File: config.mk
export PLATFORM = sky130hd
export DESIGN_NAME = mem_arbiter
export DESIGN_NICKNAME = d
export VERILOG_FILES = /design/src/rtl/mem_arb_pkg.sv /design/src/rtl/arb_starve_counter.sv /design/src/rtl/mem_arbiter.sv
export SDC_FILE = /design/constraint.sdc
export NUM_CORES = 1
export LEC_CHECK = 0
export CORE_ASPECT_RATIO = 1.4
export CORE_MARGIN = 8
export CORE_UTILIZATION = 34
export DETAILED_ROUTE_END_ITERATION = 16
export GPL_TIMING_DRIVEN = 0
export MAX_ROUTING_LAYER = met4
export PLACE_DENSITY = 0.81
export SYNTH_ARGS = -nofsm -noshare
export SYNTH_HDL_FRONTEND = slang
export SYNTH_SLANG_ARGS = --single-unit
File: constraint.sdc
create_clock -name clk -period 1.9 [get_ports clk]
set_input_delay 0.38 -clock clk [delete_from_list [all_inputs] [get_ports clk]]
set_output_delay 0.38 -clock clk [all_outputs]
set_load 0.05 [all_outputs]
File: src/rtl/mem_arb_pkg.sv
// Shared types and constants for the instruction/data memory arbiter.
package mem_arb_pkg;

    typedef enum logic [1:0] {
        IDLE   = 2'd0,
        BUSY_I = 2'd1,
        BUSY_D = 2'd2
    } arb_state_t;

    localparam int DEFAULT_STARVE_LIMIT = 4;
    localparam int DEFAULT_TIMEOUT      = 16;

    localparam logic [2:0] FUNCT3_LB  = 3'd0;
    localparam logic [2:0] FUNCT3_LH  = 3'd1;
    localparam logic [2:0] FUNCT3_LW  = 3'd2;
    localparam logic [2:0] FUNCT3_LBU = 3'd4;
    localparam logic [2:0] FUNCT3_LHU = 3'd5;
    localparam logic [2:0] FUNCT3_SB  = 3'd0;
    localparam logic [2:0] FUNCT3_SH  = 3'd1;
    localparam logic [2:0] FUNCT3_SW  = 3'd2;

    // Bits needed to hold values 0..max_val.
    function automatic int cnt_width(input int max_val);
        return (max_val < 2) ? 1 : $clog2(max_val + 1);
    endfunction

endpackage

File: src/rtl/arb_starve_counter.sv
// Saturating counter of consecutive data grants that bypassed a waiting fetch.
module arb_starve_counter
    import mem_arb_pkg::*;
#(
    parameter int LIMIT = DEFAULT_STARVE_LIMIT
) (
    input  logic clk,
    input  logic rst,
    input  logic inc,
    input  logic clr,
    output logic at_limit
);

    localparam int W = cnt_width(LIMIT);
    localparam logic [W-1:0] MAX = W'(LIMIT);

    logic [W-1:0] count;

    always_ff @(posedge clk) begin
        if (rst || clr) begin
            count <= '0;
        end else if (inc && (count != MAX)) begin
            count <= count + 1'b1;
        end
    end

    assign at_limit = (count == MAX);

endmodule

File: src/rtl/mem_arbiter.sv
// Arbitrates fetch and data ports onto one memory port with a single
// outstanding transaction, starvation relief, flush kill and timeout.
module mem_arbiter
    import mem_arb_pkg::*;
#(
    parameter int STARVE_LIMIT = DEFAULT_STARVE_LIMIT,
    parameter int TIMEOUT      = DEFAULT_TIMEOUT
) (
    input  logic        clk,
    input  logic        rst,
    input  logic        flush,
    input  logic        i_req,
    input  logic [31:0] i_addr,
    output logic        i_gnt,
    output logic        i_rvalid,
    output logic [31:0] i_rdata,
    input  logic        d_req,
    input  logic        d_we,
    input  logic [31:0] d_addr,
    input  logic [31:0] d_wdata,
    input  logic [2:0]  d_funct3,
    output logic        d_gnt,
    output logic        d_rvalid,
    output logic [31:0] d_rdata,
    output logic        m_req,
    output logic        m_we,
    output logic [31:0] m_addr,
    output logic [31:0] m_wdata,
    output logic [2:0]  m_funct3,
    input  logic        m_rvalid,
    input  logic [31:0] m_rdata,
    output logic        err
);

    localparam int TW = cnt_width(TIMEOUT);
    localparam logic [TW-1:0] TLAST = TW'(TIMEOUT - 1);

    arb_state_t    state;
    logic          kill;
    logic [TW-1:0] tcnt;
    logic          at_limit;

    logic busy;
    logic done;
    logic timed_out;
    logic can_grant;
    logic i_cand;

    assign busy      = (state != IDLE);
    assign done      = busy && m_rvalid;
    assign timed_out = busy && !m_rvalid && (tcnt == TLAST);
    assign can_grant = !rst && (!busy || m_rvalid);
    assign i_cand    = i_req && !flush;

    // A flushed fetch is not a candidate, so data may still win at the limit.
    assign i_gnt = can_grant && i_cand && (!d_req || at_limit);
    assign d_gnt = can_grant && d_req && !(i_cand && at_limit);

    assign i_rvalid = !rst && m_rvalid && (state == BUSY_I) && !kill && !flush;
    assign d_rvalid = !rst && m_rvalid && (state == BUSY_D);
    assign i_rdata  = m_rdata;
    assign d_rdata  = m_rdata;

    arb_starve_counter #(
        .LIMIT(STARVE_LIMIT)
    ) u_starve (
        .clk     (clk),
        .rst     (rst),
        .inc     (d_gnt && i_req),
        .clr     (i_gnt || !i_req),
        .at_limit(at_limit)
    );

    always_ff @(posedge clk) begin
        if (rst) begin
            state    <= IDLE;
            m_req    <= 1'b0;
            m_we     <= 1'b0;
            m_addr   <= '0;
            m_wdata  <= '0;
            m_funct3 <= '0;
            err      <= 1'b0;
            kill     <= 1'b0;
            tcnt     <= '0;
        end else begin
            m_req <= i_gnt || d_gnt;
            if (d_gnt) begin
                state    <= BUSY_D;
                m_we     <= d_we;
                m_addr   <= d_addr;
                m_wdata  <= d_wdata;
                m_funct3 <= d_funct3;
            end else if (i_gnt) begin
                state    <= BUSY_I;
                m_we     <= 1'b0;
                m_addr   <= i_addr;
                m_wdata  <= '0;
                m_funct3 <= FUNCT3_LW;
            end else if (done || timed_out) begin
                state <= IDLE;
            end

            if (timed_out) begin
                err <= 1'b1;
            end

            // Counts cycles since m_req; restarts on every new grant.
            if (busy && !done && !timed_out) begin
                tcnt <= tcnt + 1'b1;
            end else begin
                tcnt <= '0;
            end

            kill <= (state == BUSY_I) && !done && !timed_out && (kill || flush);
        end
    end

endmodule

==> out/qor.yml <==
cts_tree: "yes"
timing.final.ws_setup_ps: 20.4
finalMaxSlewViolations: 0
rows: 44
cpPeakStageDelay_ps: 830
viasPerCell: 4.81
cts.clk_slew.worst_paths_ps: 60
clock_skew_ps: 7.91
path_cells: "clkdlybuf4s50_1"
crit_fanout: 2
ys_top_cells_by_area: "dfxtp_1 (45%), buf_4 (14%), a21oi_1 (9.4%), a22oi_1 (7.2%), nor2_1 (4.9%)"
cp_data_required_time_ps: 1520
die_w_um: 103
grt_max_degree: 13
grt_usage_pct: 22.8
grt_pass1_wl_um: 23800
cpMaxStageDelayCell: "clkdlybuf4s50_1"
yosysTopAreaCell: "dfxtp_1"
ys_warn_count: 0
power.density_nw_per_um2: 795
syn-num-nets: 576
ir_worst_vdd_mv: 0.528
status: "finished, final reports clean"
grt-ovfl-total: 0
max_slew_margin_pct: 57.8
cts_max_level: 3
synth_area_per_cell_um2: 8.37
fin_nets: 837
p_int_uw: 3660
critPathArrivalTime_ps: 1500
ys_ff_latch: 81
end_kind: "primary output"
rsz0062_at_grt: "true"
clockRootBuffer: "clkbuf_16"
vias: 4038
total_power_uw: 5330
num_io_pins: 276
grt_antenna_before_repair: 3
drive_gt1_share_pct: 17.2
yosysUniqueCellTypes: 36
final-hold-violation-count: 0
postCtsHoldBufs: 0
wire_per_inst_um: 19.5
setup_violations: 0
die_h_um: 138
fin_crit_sh_pct: 98.9
path_class: "flop to primary output"
grt_pass1_vias: 4188
critPathTopFamily: "buffers and inverters"
min-delay-path-class: "input pin to flop"
cts_buffers: 9
nFillCells: 844
leakagePower_uw: 0.00324
dp_hpwl_um: 13500
period_minus_slack_ps: 1880
numPortBuffers: 242
core_um2: 10400
clk_latency_ps: 330
start_util_pct: 34.9
ant_nets: 0
cts.path.max_buffers: 2
startpoint_type: "flop"
drt_iter0_drc: 131
maxCapViolCount: 0
route.detailed.drc: 0
syn_inst: 434
stdcell_count: 839
syn_area_um2: 3630
timing.fmax_mhz: 532
synth_top_flop_cell: "dfxtp_1"
cp.buffers_inverters: 1
netlist.area_leader.share_pct: 44.6
max_slew.worst_pin.slew_ps: 635
synth_edf_count: 0
gp_congestion: 0.911
seqPwrFrac_pct: 34.8
place_ws_ps: -1130
synthTopCellsByCount: "dfxtp_1 (81), a21oi_1 (68), buf_4 (68), nor2_1 (47), nand2_1 (40)"
power_frac_comb_pct: 30.6
yosysSeqAreaShare_pct: 44.6
yosysMostFrequentCell: "dfxtp_1"
async_reset_ff_share_pct: 0
final_core_util_pct: 64.5
clockPowerShare_pct: 34.6
numClockSinks: 81
power_switching_uw: 1670
dr.pass1.iters: 5
dieArea_um2: 14300
routed_wl_um: 16400
area_growth_pct: 84.7
swShare_pct: 31.3
place_inst: 814
[metrics by stage]
stage                     area [um2]  hold slack (ps)  TNS, ps
final                           6710              430        0
after global routing            6710              432    -36.7
after CTS                       6610              449        0
after detailed placement        6230              436   -22470
after global placement          6230              428   -19070
after floorplan                 3640              418        0
[path summary, 6_finish.rpt]
kind	end	cells past startpoint	slack, ps	from
min	u_starve.count[0]$_SDFFE_PP0P_	3	430	i_req
max reg2reg	m_wdata[4]$_SDFFE_PP0P_	7	130	state[1]$_SDFFE_PP0P_
min reg2reg	tcnt[0]$_SDFF_PP0_	1	440	tcnt[0]$_SDFF_PP0_
max	m_wdata[16]	1	20	m_wdata[16]$_SDFFE_PP0P_
[repair_timing]
item | CTS | global route
pin swaps | 3 | 0
endpoints found under the hold margin | 0 | 0
gates resized for setup | 57 | 32
buffers inserted | 6 | 2
endpoints found under the setup margin | 30 | 58
[power groups by stage]
stage                     registers (uW)  logic (uW)  clock network [uW]
after floorplan                     2210         642                   0
after global placement              1880        1620                   0
after detailed placement            1890        1630                   0
after CTS                           1850        1640                1880
after global routing                1860        1720                1940
final                               1850        1630                1840
[registers in the layout, indices dropped and copies added (netlist names)]
name	cells
m_wdata	32
u_starve.count	3
m_req	1
kill	1
m_funct3	3
err	1
state	2
m_we	1
tcnt	5
m_addr	32
[cells by family after synthesis]
group / count (synthesis) / share of synthesized area, %
xor gates and xnor gates: 2 / 0.482
muxes: 1 / 0.275
AOI/OAI and AO/OA: 145 / 23.4
adders and majority gates: 4 / 1.38
DFF: 81 / 44.6
and+or+nand+nor: 101 / 11.9
buffers and inverters: 100 / 17.9
[cell type report]
type	count	area [um2]	area share [%]
Antenna cell	3	7.51	0.112
Buffer	92	634	9.45
Clock buffer	11	253	3.77
Clock inverter	3	65.1	0.970
Inverter	8	35.0	0.522
Multi-Input combinational cell	253	1390	20.7
Sequential cell	81	1630	24.2
Tap cell	138	173	2.57
Timing Repair Buffer	250	2530	37.7
[cells in the final DEF, fill, tap and decap left out, types with 2 or more instances in the layout]
cell,instances
clkdlybuf4s50_1,194
dfxtp_1,78
buf_4,77
a21oi_1,68
nor2_1,47
nand2_1,40
a22oi_1,35
o21ai_0,29
dlymetal6s2s_1,26
dlygate4sd2_1,18
clkbuf_1,11
clkbuf_16,9
buf_2,6
o21ai_1,5
inv_1,4
clkbuf_2,4
diode_2,3
nand3_1,3
ha_1,3
dfxtp_2,3
inv_4,2
and3_1,2
inv_2,2
buf_6,2
nor3_1,2
clkbuf_8,2
bufinv_16,2
[per-layer routing]
metal | part of all wire, % | global-route usage (%)
met5 | 0 | -
met3 | 14 | 11.2
met1 | 36 | 23.0
met2 | 48 | 36.5
met4 | 1.7 | 8.65
No activity file was read; power rests on OpenSTA's default activity.
==> variant (same flow settings) <==
Make the reset (`rst`) asynchronous in one clocked block.
--- a/src/rtl/mem_arbiter.sv
+++ b/src/rtl/mem_arbiter.sv
@@ -73,3 +73,3 @@
 
-    always_ff @(posedge clk) begin
+    always_ff @(posedge clk or posedge rst) begin
         if (rst) begin
Check against the original RTL: differs if rst is asserted again (counterexample within 4 cycles, from zero or initial values and one cycle with rst high); with rst held inactive, the same outputs for 4 cycles.
==> variant against the unedited design <==
The run now ends with setup timing left; power rose by 25%; worst setup slack got worse by 0.086 ns; critical path depth increased by 3; synthesized area grew 9.1%; wire length is 6.8% lower; non-clock buffer count up 6; cell area grew 9.7%; sequential cell count unchanged; combinational power rose by 66%; critical endpoint is now i_gnt; largest power group is now combinational logic.
==> variant: results (changes against the unedited design) <==
| Metric | Value |
|---|---|
| Placed wire-length estimate | 11980 microns (-11%) |
| Post-place setup slack | -1.377 ns (-0.2442 ns) |
| Num CTS Buffers | 9 (unchanged) |
| Ys async rst share | 96.30% (+96 points) |
| Syn_nets | 523 (-9.2%) |
| Largest net degree at the start of global routing | 21 (+8) |
| GRT met2 Usage | 34.96% (-1.5 points) |
| Top cells by area, synth | dfrtp_1 (49%), buf_4 (13%), inv_1 (9.9%), a222oi_1 (8.1%), a22o_1 (7.7%) |
| Wire length per cell | 18.94 microns (-3.1%) |
| Clock Skew | 0.009972 ns (+0.002064 ns) |
| Largest fanout on the critical path | 3 (+1) |
| Largest stage delay, worst path | 0.44 ns (-0.39 ns) |
| Met1 Use GR | 19.51% (-3.5 points) |
| Clk slew on worst S/H paths | 0.06 ns (about the same) |
| Pleak | 3.997 nW (+24%) |
| Diode count | 0 (-3) |
| Tot GR Track Use | 19.44% (-3.3 points) |
| Peak supply drop | 0.4855 mV (-8.0%) |
| Port buffer count | 243 (+0.41%) |
| Root buf cell | clkbuf_16 |
| Layout Nets | 800 (-4.4%) |
| HP Class | primary input to async pin |
| Layout cells sized above 1 | 21.12% (+3.9 points) |
| WP data arrival | 1.59 ns (+0.09 ns) |
| Syn Inst Count | 381 (-12%) |
| Worst-skew pair later-pin latency | 0.33 ns (about the same) |
| Biggest regs | m_addr x32, m_wdata x32, tcnt x5 |
| Sequential fraction of the synthesis area | 50.77% (+6.1 points) |
| Worst Tran Pin Value | 0.5936 ns (-0.04193 ns) |
| Crit-path slowest cell | dfrtp_2 |
| Endpoints failing setup | 1 (+1) |
| Top FF cell, synth | dfrtp_1 |
| Final non-filler cell total | 807 (-3.8%) |
| Initial DRC Count | 191 (+46%) |
| Library cells used by synthesis | 35 (-2.8%) |
| Fin worst setup slack | -0.06546 ns (-0.08587 ns) |
| First-pass GRT wire length | 22260 microns (-6.4%) |
| Violated checks | setup timing |
| GPL Wtd Cong | 0.7571 (-17%) |
| Post-synth top cells | inv_1 (105), dfrtp_1 (78), buf_4 (66) |
| Drt first pass iters | 5 (unchanged) |
| Number of global-route vias before repair | 4127 (-1.5%) |
| Vias | 3835 (-5.0%) |
| Status | finished with violations |
| Initial antenna violation count | 0 (-3) |
| Most common cell after layout, fill and taps aside | clkdlybuf4s50_1 |
| M3 GR Usage | 6.051% (-5.2 points) |
| Post-placement cell count | 770 (-5.4%) |
variant: cell count changes after synthesis, sizes merged, moves of 3 or more:
cell    delta
dfxtp     -78
dfrtp     +78
o21ai     -30
a21oi     -68
nand2     -36
a22oi     -35
nor4       +3
a222oi    +32
a21o       +3
a22o      +35
inv       +97
nor2      -40
clkbuf    -11
variant: final cells by class:
| class | instances | area (sq um) |
|---|---|---|
| inverter | 105 | 397.9 |
| timing repair buffer | 267 | 2805 |
| tap | 144 | 180.2 |
| multi-input combinational | 113 | 1051 |
| sequential | 81 | 2017 |
| clock inverter | 5 | 80.08 |
| buffer | 81 | 594.3 |
| clock buffer | 11 | 232.7 |
| fill | 846 | 3980 |
variant: worst max-delay path, delay by kind of cell (launching register included):
kind	cells	cell delay (ns)
compound gates	1	0.24
buf+inv	2	0.31
flops	1	0.44
simple gates	1	0.27
variant: cells by family after synthesis:
family / Yosys count / share of synthesized area (%)
xor+xnor: 2 / 0.4421
compound gates: 83 / 19.29
flops: 81 / 50.77
simple gates: 24 / 3.726
buf+inv: 187 / 24.50
fa+ha+maj: 4 / 1.263
variant: per-layer routing:
layer,vias to the layer above,part of all wire (%)
li1,1767,-
met4,0,1.4
met3,14,9.2
met1,1833,36
met5,-,0
met2,221,53
variant: what timing repair did:
item | 4_1_cts | 5_1_grt
buffers inserted | 12 | 7
setup endpoints to repair | 73 | 67
gates cloned | 3 | 0
hold buffers | 0 | 0
hold endpoints to repair | 0 | 0
gates resized for setup | 75 | 43
pin swaps | 5 | 1
variant: final timing paths:
path                              startpoint          to  slack, ns  depth (start not counted)
max                                 state[1]       i_gnt      -0.07                          4
min                                      rst    state[0]       0.35                          4
max reg2reg                u_starve.count[1]  m_addr[21]       0.10                          8
min reg2reg                          tcnt[0]     tcnt[0]       0.46                          1
max in group asynchronous                rst  m_addr[19]       1.06                          5
min in group clk                     tcnt[0]     tcnt[0]       0.46                          1
variant: report_power, final:
group          switching (mW)  internal [mW]  leakage [nW]
registers               0.143           1.98         0.959
clock network           0.668           1.15         0.146
logic                    1.67           1.04          2.89
total                    2.48           4.16          4.00
variant: metrics by stage:
step	cell area (sq um)	TNS [ns]	util [%]
after floorplan	4024	-44.78	-
after global placement	6636	-186.63	58.53
after detailed placement	6676	-31.58	58.88
after CTS	7194	-0.07764	63.45
after global routing	7358	-0.09708	64.90
final	7358	-0.06546	64.90
